### config.mk
export PLATFORM = sky130hd
export DESIGN_NAME = button_reader
export DESIGN_NICKNAME = d
export VERILOG_FILES = /design/src/rtl/button_reader.sv
export SDC_FILE = /design/constraint.sdc
export NUM_CORES = 1
export LEC_CHECK = 0
export ABC_AREA = 1
export BUFFER_PORTS_ARGS = -buffer_cell sky130_fd_sc_hd__buf_4
export CAP_MARGIN = 20
export CORE_UTILIZATION = 45
export CTS_CLUSTER_DIAMETER = 30
export CTS_CLUSTER_SIZE = 20
export DETAILED_ROUTE_END_ITERATION = 12
export PLACE_DENSITY = 0.64
export SETUP_SLACK_MARGIN = 0.1
export SLEW_MARGIN = 25
export SYNTH_ARGS = -nofsm -noshare
export SYNTH_HDL_FRONTEND = slang
export SYNTH_SLANG_ARGS = --single-unit
### constraint.sdc
create_clock -name clk -period 1.5 [get_ports clk]
set_input_delay 0.15 -clock clk [delete_from_list [all_inputs] [get_ports clk]]
set_output_delay 0.15 -clock clk [all_outputs]
set_load 0.01 [all_outputs]
### src/rtl/button_reader.sv
// -----------------------------------------------------------------------------
// button_reader
//   Samples NUM_BTNS asynchronous push-button/switch pins. Each pin is
//   synchronized, then debounced against a shared 1 ms tick. Edges are
//   reported as one-cycle pulses and latched into sticky pending bits, which
//   feed a maskable, registered interrupt line.
//
// Ports
//   clk            system clock
//   reset          asynchronous, active-high reset
//   btn_in         raw asynchronous pin levels
//   btn_state      debounced level, 1 = pressed
//   btn_rise       one-cycle pulse on debounced 0->1
//   btn_fall       one-cycle pulse on debounced 1->0
//   event_pending  sticky edge flags (set beats clear)
//   event_clear    write-1-to-clear pulses, one per channel
//   irq_enable     per-channel interrupt mask
//   irq            registered OR of (event_pending & irq_enable)
// -----------------------------------------------------------------------------

// One debounce channel: synchronizer + tick-driven disagreement counter.
module button_reader_chan #(
   parameter int DEBOUNCE_MS = 10,
   parameter int SYNC_STAGES = 2,
   parameter int INVERT      = 0
) (
   input  logic clk,
   input  logic reset,
   input  logic i_tick,
   input  logic i_pin,
   output logic o_state,
   output logic o_rise,
   output logic o_fall
);
   localparam int             CW      = (DEBOUNCE_MS > 1) ? $clog2(DEBOUNCE_MS) : 1;
   localparam logic [CW-1:0]  CNT_MAX = CW'(DEBOUNCE_MS - 1);
   localparam logic           POL     = (INVERT != 0);

   logic [SYNC_STAGES-1:0] r_sync;
   logic [CW-1:0]          r_cnt;
   logic                   r_state;
   logic                   r_rise;
   logic                   r_fall;
   logic                   w_sync;

   // Polarity is applied after the last flop so the synchronizer itself
   // resets to 0 regardless of INVERT.
   assign w_sync = r_sync[SYNC_STAGES-1] ^ POL;

   always_ff @(posedge clk or posedge reset) begin
      if (reset) begin
         r_sync <= '0;
      end else begin
         r_sync <= {r_sync[SYNC_STAGES-2:0], i_pin};
      end
   end

   // The counter tracks consecutive disagreeing ticks; any agreeing tick
   // restarts it. The edge pulses come from the same update that flips the
   // state, so they line up with the first cycle of the new level.
   always_ff @(posedge clk or posedge reset) begin
      if (reset) begin
         r_cnt   <= '0;
         r_state <= 1'b0;
         r_rise  <= 1'b0;
         r_fall  <= 1'b0;
      end else begin
         r_rise <= 1'b0;
         r_fall <= 1'b0;
         if (i_tick) begin
            if (w_sync == r_state) begin
               r_cnt <= '0;
            end else if (r_cnt == CNT_MAX) begin
               r_state <= w_sync;
               r_cnt   <= '0;
               r_rise  <= w_sync;
               r_fall  <= ~w_sync;
            end else begin
               r_cnt <= r_cnt + 1'b1;
            end
         end
      end
   end

   assign o_state = r_state;
   assign o_rise  = r_rise;
   assign o_fall  = r_fall;
endmodule

module button_reader #(
   parameter int NUM_BTNS    = 4,
   parameter int CLK_FREQ_HZ = 100_000_000,
   parameter int DEBOUNCE_MS = 10,
   parameter int SYNC_STAGES = 2,
   parameter int INVERT      = 0
) (
   input  logic                clk,
   input  logic                reset,
   input  logic [NUM_BTNS-1:0] btn_in,
   output logic [NUM_BTNS-1:0] btn_state,
   output logic [NUM_BTNS-1:0] btn_rise,
   output logic [NUM_BTNS-1:0] btn_fall,
   output logic [NUM_BTNS-1:0] event_pending,
   input  logic [NUM_BTNS-1:0] event_clear,
   input  logic [NUM_BTNS-1:0] irq_enable,
   output logic                irq
);
   localparam int            TICK_DIV = CLK_FREQ_HZ / 1000;
   localparam int            TW       = $clog2(TICK_DIV);
   localparam logic [TW-1:0] TICK_MAX = TW'(TICK_DIV - 1);

   logic [TW-1:0]       r_tick_cnt;
   logic                w_tick;
   logic [NUM_BTNS-1:0] r_pend;
   logic                r_irq;

   // Shared 1 ms strobe; first strobe lands TICK_DIV cycles after reset.
   assign w_tick = (r_tick_cnt == TICK_MAX);

   always_ff @(posedge clk or posedge reset) begin
      if (reset) begin
         r_tick_cnt <= '0;
      end else if (w_tick) begin
         r_tick_cnt <= '0;
      end else begin
         r_tick_cnt <= r_tick_cnt + 1'b1;
      end
   end

   for (genvar g = 0; g < NUM_BTNS; g++) begin : g_chan
      button_reader_chan #(
         .DEBOUNCE_MS (DEBOUNCE_MS),
         .SYNC_STAGES (SYNC_STAGES),
         .INVERT      (INVERT)
      ) u_chan (
         .clk     (clk),
         .reset   (reset),
         .i_tick  (w_tick),
         .i_pin   (btn_in[g]),
         .o_state (btn_state[g]),
         .o_rise  (btn_rise[g]),
         .o_fall  (btn_fall[g])
      );
   end

   // A new edge takes priority over a simultaneous clear so no event is lost.
   always_ff @(posedge clk or posedge reset) begin
      if (reset) begin
         r_pend <= '0;
         r_irq  <= 1'b0;
      end else begin
         r_pend <= (r_pend & ~event_clear) | btn_rise | btn_fall;
         r_irq  <= |(r_pend & irq_enable);
      end
   end

   assign event_pending = r_pend;
   assign irq           = r_irq;
endmodule
# After elaboration in Yosys (flattened, before gate mapping)
# Cells that the tools add are included.
word_totals:
  reg_bits: 58
  input_bits: 14
  out_inout_bits: 17
op_classes:
  addsub: 5
  eq_ne: 9
  n_mux: 33
  bitwise: 13
  reduce_logical: 5
ops:
  columns: ["cell", "n"]
  rows:
  - ["$mux 4", 8]
  - ["$mux 1", 24]
  - ["$add 17x1->17 const B", 1]
  - ["$eq 17x17->1 const B", 1]
  - ["$mux 17", 1]
  - ["$add 4x1->4 const B", 4]
  - ["$eq 4x4->1 const B", 4]
  - ["$reduce_and 3->1", 4]
  - ["$and 4x4->4", 2]
  - ["$not 1->1", 8]
  - ["$or 4x4->4", 2]
  - ["$eq 1x1->1", 4]
  - ["$not 4->4", 1]
  - ["$reduce_or 4->1", 1]

# Longest topological paths before layout
logic_depth:
  word_depth: 4
  depth_mapped: 10

# By module
# A second synthesis with hierarchy kept.
hier_totals:
  cells_unflattened: 350
  area_unflattened_um2: 2805.2
by_module_without_submodules:
  columns: ["module", "n_inst", "cells_each", "area_each_um2"]
  rows:
  - ["button_reader_chan", 4, 48, 407.9]
  - ["button_reader", 1, 158, 1173.6]

# Worst setup path before layout
# OpenSTA, ideal clock, no wires.
synth_path:
  path_type: "flip-flop to flip-flop"
  from: "register r_tick_cnt[0]"
  to: "register r_tick_cnt[5]"
  arrival_time_ns: 1.306
  required_time_ns: 1.412
  slack_ns: 0.106
  stages_incl_launch_ff: 10
  path_buffers: 1
  path_cell_list: "dfrtp_1 > ha_1 > nand2_2 > clkinv_2 > nand2_2 > nor2_1 > nand2_1 > nor2_4 > buf_6 > nor3b_1"
synth_between:
  elab_chain_len: 2
  word_cells_on_any_way: 3
  classes_between: "add/sub: 1; eq/ne: 1; mux: 1"
synth_rtl:
  columns: ["item", "line_no", "text"]
  rows:
  - ["start, declared", "112", "logic [TW-1:0] r_tick_cnt;"]
  - ["start signal, assigned", "126", "r_tick_cnt <= r_tick_cnt + 1'b1;"]
  - ["$add 17x1->17 or $eq 17x17->1 (tied branches)", "126, 118", null]
  - ["$mux 17 (*)", "123", "end else if (w_tick) begin"]
# Mark *: on every way between the ends. The rest lies on a longest branch, timed or not.
# A chain may end at the register's enable or synchronous reset.

# Worst setup path after layout
layout_path:
  from: "register r_tick_cnt[0]"
  to: "register g_chan[1].u_chan.r_cnt[3]"
layout_between:
  elab_chain_len: 1
layout_rtl:
  columns: ["item", "line_no", "text"]
  rows:
  - ["$eq 17x17->1", "118", "assign w_tick = (r_tick_cnt == TICK_MAX);"]
  - ["end signal, assigned", "79", "r_cnt <= r_cnt + 1'b1;"]
  - ["end, declared", "40", "logic [CW-1:0] r_cnt;"]
# No other way between the ends.

==> reports/metrics.csv <==
metric,value,unit
worst min-delay path class,input pin to register,
max_slew headroom,79.9,%
vias in the first global route,2358,
Leak Pwr,1.94,nW
Fin Setup TNS,-85.4,ps
Num Clock Sinks,58,
grt ovf,0,
Synth Register Bits,58,
list of most frequent post-synthesis cells,"63 x nand2_1, 58 x dfrtp_1, 49 x nor2_1, 38 x inv_1, 24 x nand3_1",
All-Layer GR Usage,19.7,%
MaxCap Viol Count,0,
final net count,426,
initial core utilization,46.8,%
Final Setup Violations,10,
initial DRC count,158,
top-count cell post-synth,nand2_1,
final hold violations,0,
Avg WL per Cell,12.8,um
hold_ws,13.5,ps
Synth Area per Inst,8.69,um^2
GPL Wtd Cong,0.868,
main area contributors after synthesis,"dfrtp_1 49%, nand2_1 7.9%, nor2_1 6.2%, inv_1 4.8%, xor2_1 4.4%",
Synthesis Warnings,0,
post-route setup slack,-18.4,ps
Via Count,2402,
fmax,659,MHz
maximum VDD drop,512,uV
Final min period,1520,ps
drt drc,0,
CTS tree,yes,
H-tree level count,3,
Post-synth EDFFs,0,
CTS Buf Count,9,
"Seq/Total Area, Yosys",48.6,%
synthesized area,0.00299,mm^2
Die Ht,83.5,um
Worst Tran Pin Value,301,ps
Worst EP required,1760,ps
final wirelength,6.20,mm
first-pass GRT wire length,11.0,mm
ys flop type,dfrtp_1,
antenna violations before repair,0,
Worst-path clk slew,70,ps
drt pass-1 iters,6,
Syn Nets,367,
Max clock buf depth,2,
Worst EP arrival,1780,ps
Syn-to-layout area delta,30.6,%
number of routed nets with antenna violations,0,
RSZ-0062 raised after global routing,true,
CP startpoint kind,register,
I/O pin count,31,
Post-synth ARST share,100,%
largest net degree at the start of global routing,59,
die area,0.00697,mm^2
crit-path max FO,11,
share of cells above drive strength 1,32.8,%
kind of critical path,register to register,
row cnt,29,
post-DP HPWL,4.14,mm
die width,83.5,um
I/O Buffers,30,
Clock Skews,9.76,ps
area share of the largest cell type after synthesis,48.6,%
failing checks,setup timing,
clk root buf,clkbuf_8,
diodes inserted,0,
CORE AREA,0.00639,mm^2
Synth area leader,dfrtp_1,
cells after synthesis,344,
Final Cycle Share,101,%
outcome,finished with violations,
Setup crit end kind,register,
post-synth cell types,26,
fin. max-slew vios,0,
clock latency at the later pin of the worst-skew pair,330,ps
vias per cell,4.95,
Power Density,802,mW/mm^2
==> cell families (layout without fill, tap and decap cells) <==
family / after synthesis / in the layout / synth area share (%)
XOR/XNOR: 17 / 17 / 4.98
AND/OR/NAND/NOR: 174 / 174 / 27.1
adder cells (fa/ha/maj): 9 / 9 / 3.77
buffers and inverters: 58 / 122 / 9.84
flip-flops: 58 / 58 / 48.6
AO/OA/AOI/OAI: 28 / 28 / 5.73
==> final timing paths <==
kind | start | cells after the start | slack [ps] | to
hold reg to reg | g_chan[3].u_chan.r_sync[0]$_DFF_PP0_ | 0 | 350 | g_chan[3].u_chan.r_sync[1]$_DFF_PP0_
setup / recovery | r_tick_cnt[0]$_DFF_PP0_ | 10 | -20 | g_chan[1].u_chan.r_cnt[3]$_DFFE_PP0N_
hold / removal | event_clear[0] | 2 | 10 | event_pending[0]$_DFF_PP0_
setup reg to reg | r_tick_cnt[0]$_DFF_PP0_ | 10 | -20 | g_chan[1].u_chan.r_cnt[3]$_DFFE_PP0N_
min in group asynchronous | reset | 4 | 460 | r_tick_cnt[11]$_DFF_PP0_
max in group asynchronous | reset | 4 | 780 | r_tick_cnt[14]$_DFF_PP0_
==> metal layers <==
| metal | up-vias | track usage [%] | part of all wire (%) |
|---|---|---|---|
| met4 | 0 | 8.01 | 1.5 |
| met1 | 1130 | 27.8 | 47 |
| met3 | 10 | 3.66 | 4.4 |
| li1 | 1208 | - | - |
| met5 | - | 0 | 0 |
| met2 | 54 | 30.2 | 47 |
==> where the power goes <==
part           leakage, nW  switching [W]  internal [W]
Sequential           0.771     0.00000916       0.00157
Clock               0.0921       0.000669      0.000777
Combinational         1.08      0.0000539     0.0000472
Total                 1.94       0.000733       0.00240
==> registers in the layout, summed over array words and instances, names as in the netlist <==
register               cells
event_pending              4
r_tick_cnt                17
g_chan.u_chan.o_rise       4
g_chan.u_chan.o_state      4
g_chan.u_chan.o_fall       4
g_chan.u_chan.r_cnt       16
g_chan.u_chan.r_sync       8
irq                        1
==> metrics by stage <==
| step | instances | worst slack (ps) | total power, W | cell area (um^2) | util, % |
|---|---|---|---|---|---|
| floorplan | 344 | 106 | 0.00165 | 2990 | - |
| global placement | 456 | 58.2 | 0.00170 | 3370 | 52.8 |
| detailed placement | 456 | -31.8 | 0.00170 | 3370 | 52.8 |
| CTS | 483 | 11.7 | 0.00317 | 3810 | 59.7 |
| global route | 485 | -102 | 0.00326 | 3910 | 61.1 |
| finish | 485 | -18.4 | 0.00313 | 3910 | 61.1 |
==> final cells by class <==
type	count	area, um^2
flip-flops and latches	58	1460
clock buffers	9	124
well taps	77	96.3
clock inverters	7	78.8
multi-input cells	228	1410
fillers	561	2480
inverters	42	166
repair buffers	64	578
==> cells in the final DEF, fill, tap and decap left out <==
cell / Yosys / final
nand3_1: 24 / 19
dlygate4sd3_1: 0 / 6
dfrtp_1: 58 / 54
dfrtp_2: 0 / 4
nand3_2: 2 / 7
inv_1: 38 / 35
nor2_2: 4 / 7
clkinvlp_4: 0 / 4
nand4_1: 14 / 14
o21ai_1: 4 / 6
ha_4: 0 / 1
inv_6: 0 / 1
buf_6: 4 / 2
xor2_1: 15 / 15
clkbuf_8: 0 / 9
o21ai_2: 8 / 10
bufinv_16: 0 / 1
nor2_1: 49 / 46
a31oi_1: 1 / 1
nor2_4: 4 / 4
buf_12: 0 / 3
nor3_1: 6 / 4
ha_1: 9 / 8
nor3_4: 1 / 2
buf_16: 0 / 1
nand2_1: 63 / 52
a21oi_1: 5 / 5
nand2_2: 4 / 4
nor3b_2: 0 / 2
xnor2_1: 2 / 2
nor3_2: 0 / 1
buf_4: 12 / 51
clkbuf_16: 0 / 1
nand2_4: 0 / 11
clkinv_4: 0 / 3
o21ai_0: 10 / 6
and2_1: 1 / 1
inv_2: 3 / 5
==> what timing repair did <==
action / CTS / global route
hold buffers: 6 / 0
setup endpoints to repair: 34 / 42
resized for setup: 34 / 19
pin swaps: 5 / 10
buffers inserted: 4 / 2
endpoints found under the hold margin: 63 / 0
cloned: 1 / 1
==> critical path, cell delays in order (launching register included) <==
cell and delay (ps):
dfrtp_1 410, ha_4 170, nand2_4 70, clkinv_4 70, nand2_4 50, nor2_1 100
nand2_1 100, nor2_4 190, buf_12 160, nand3_1 70, o21ai_1 80
Note: power is estimated with default switching activity, not from simulation.
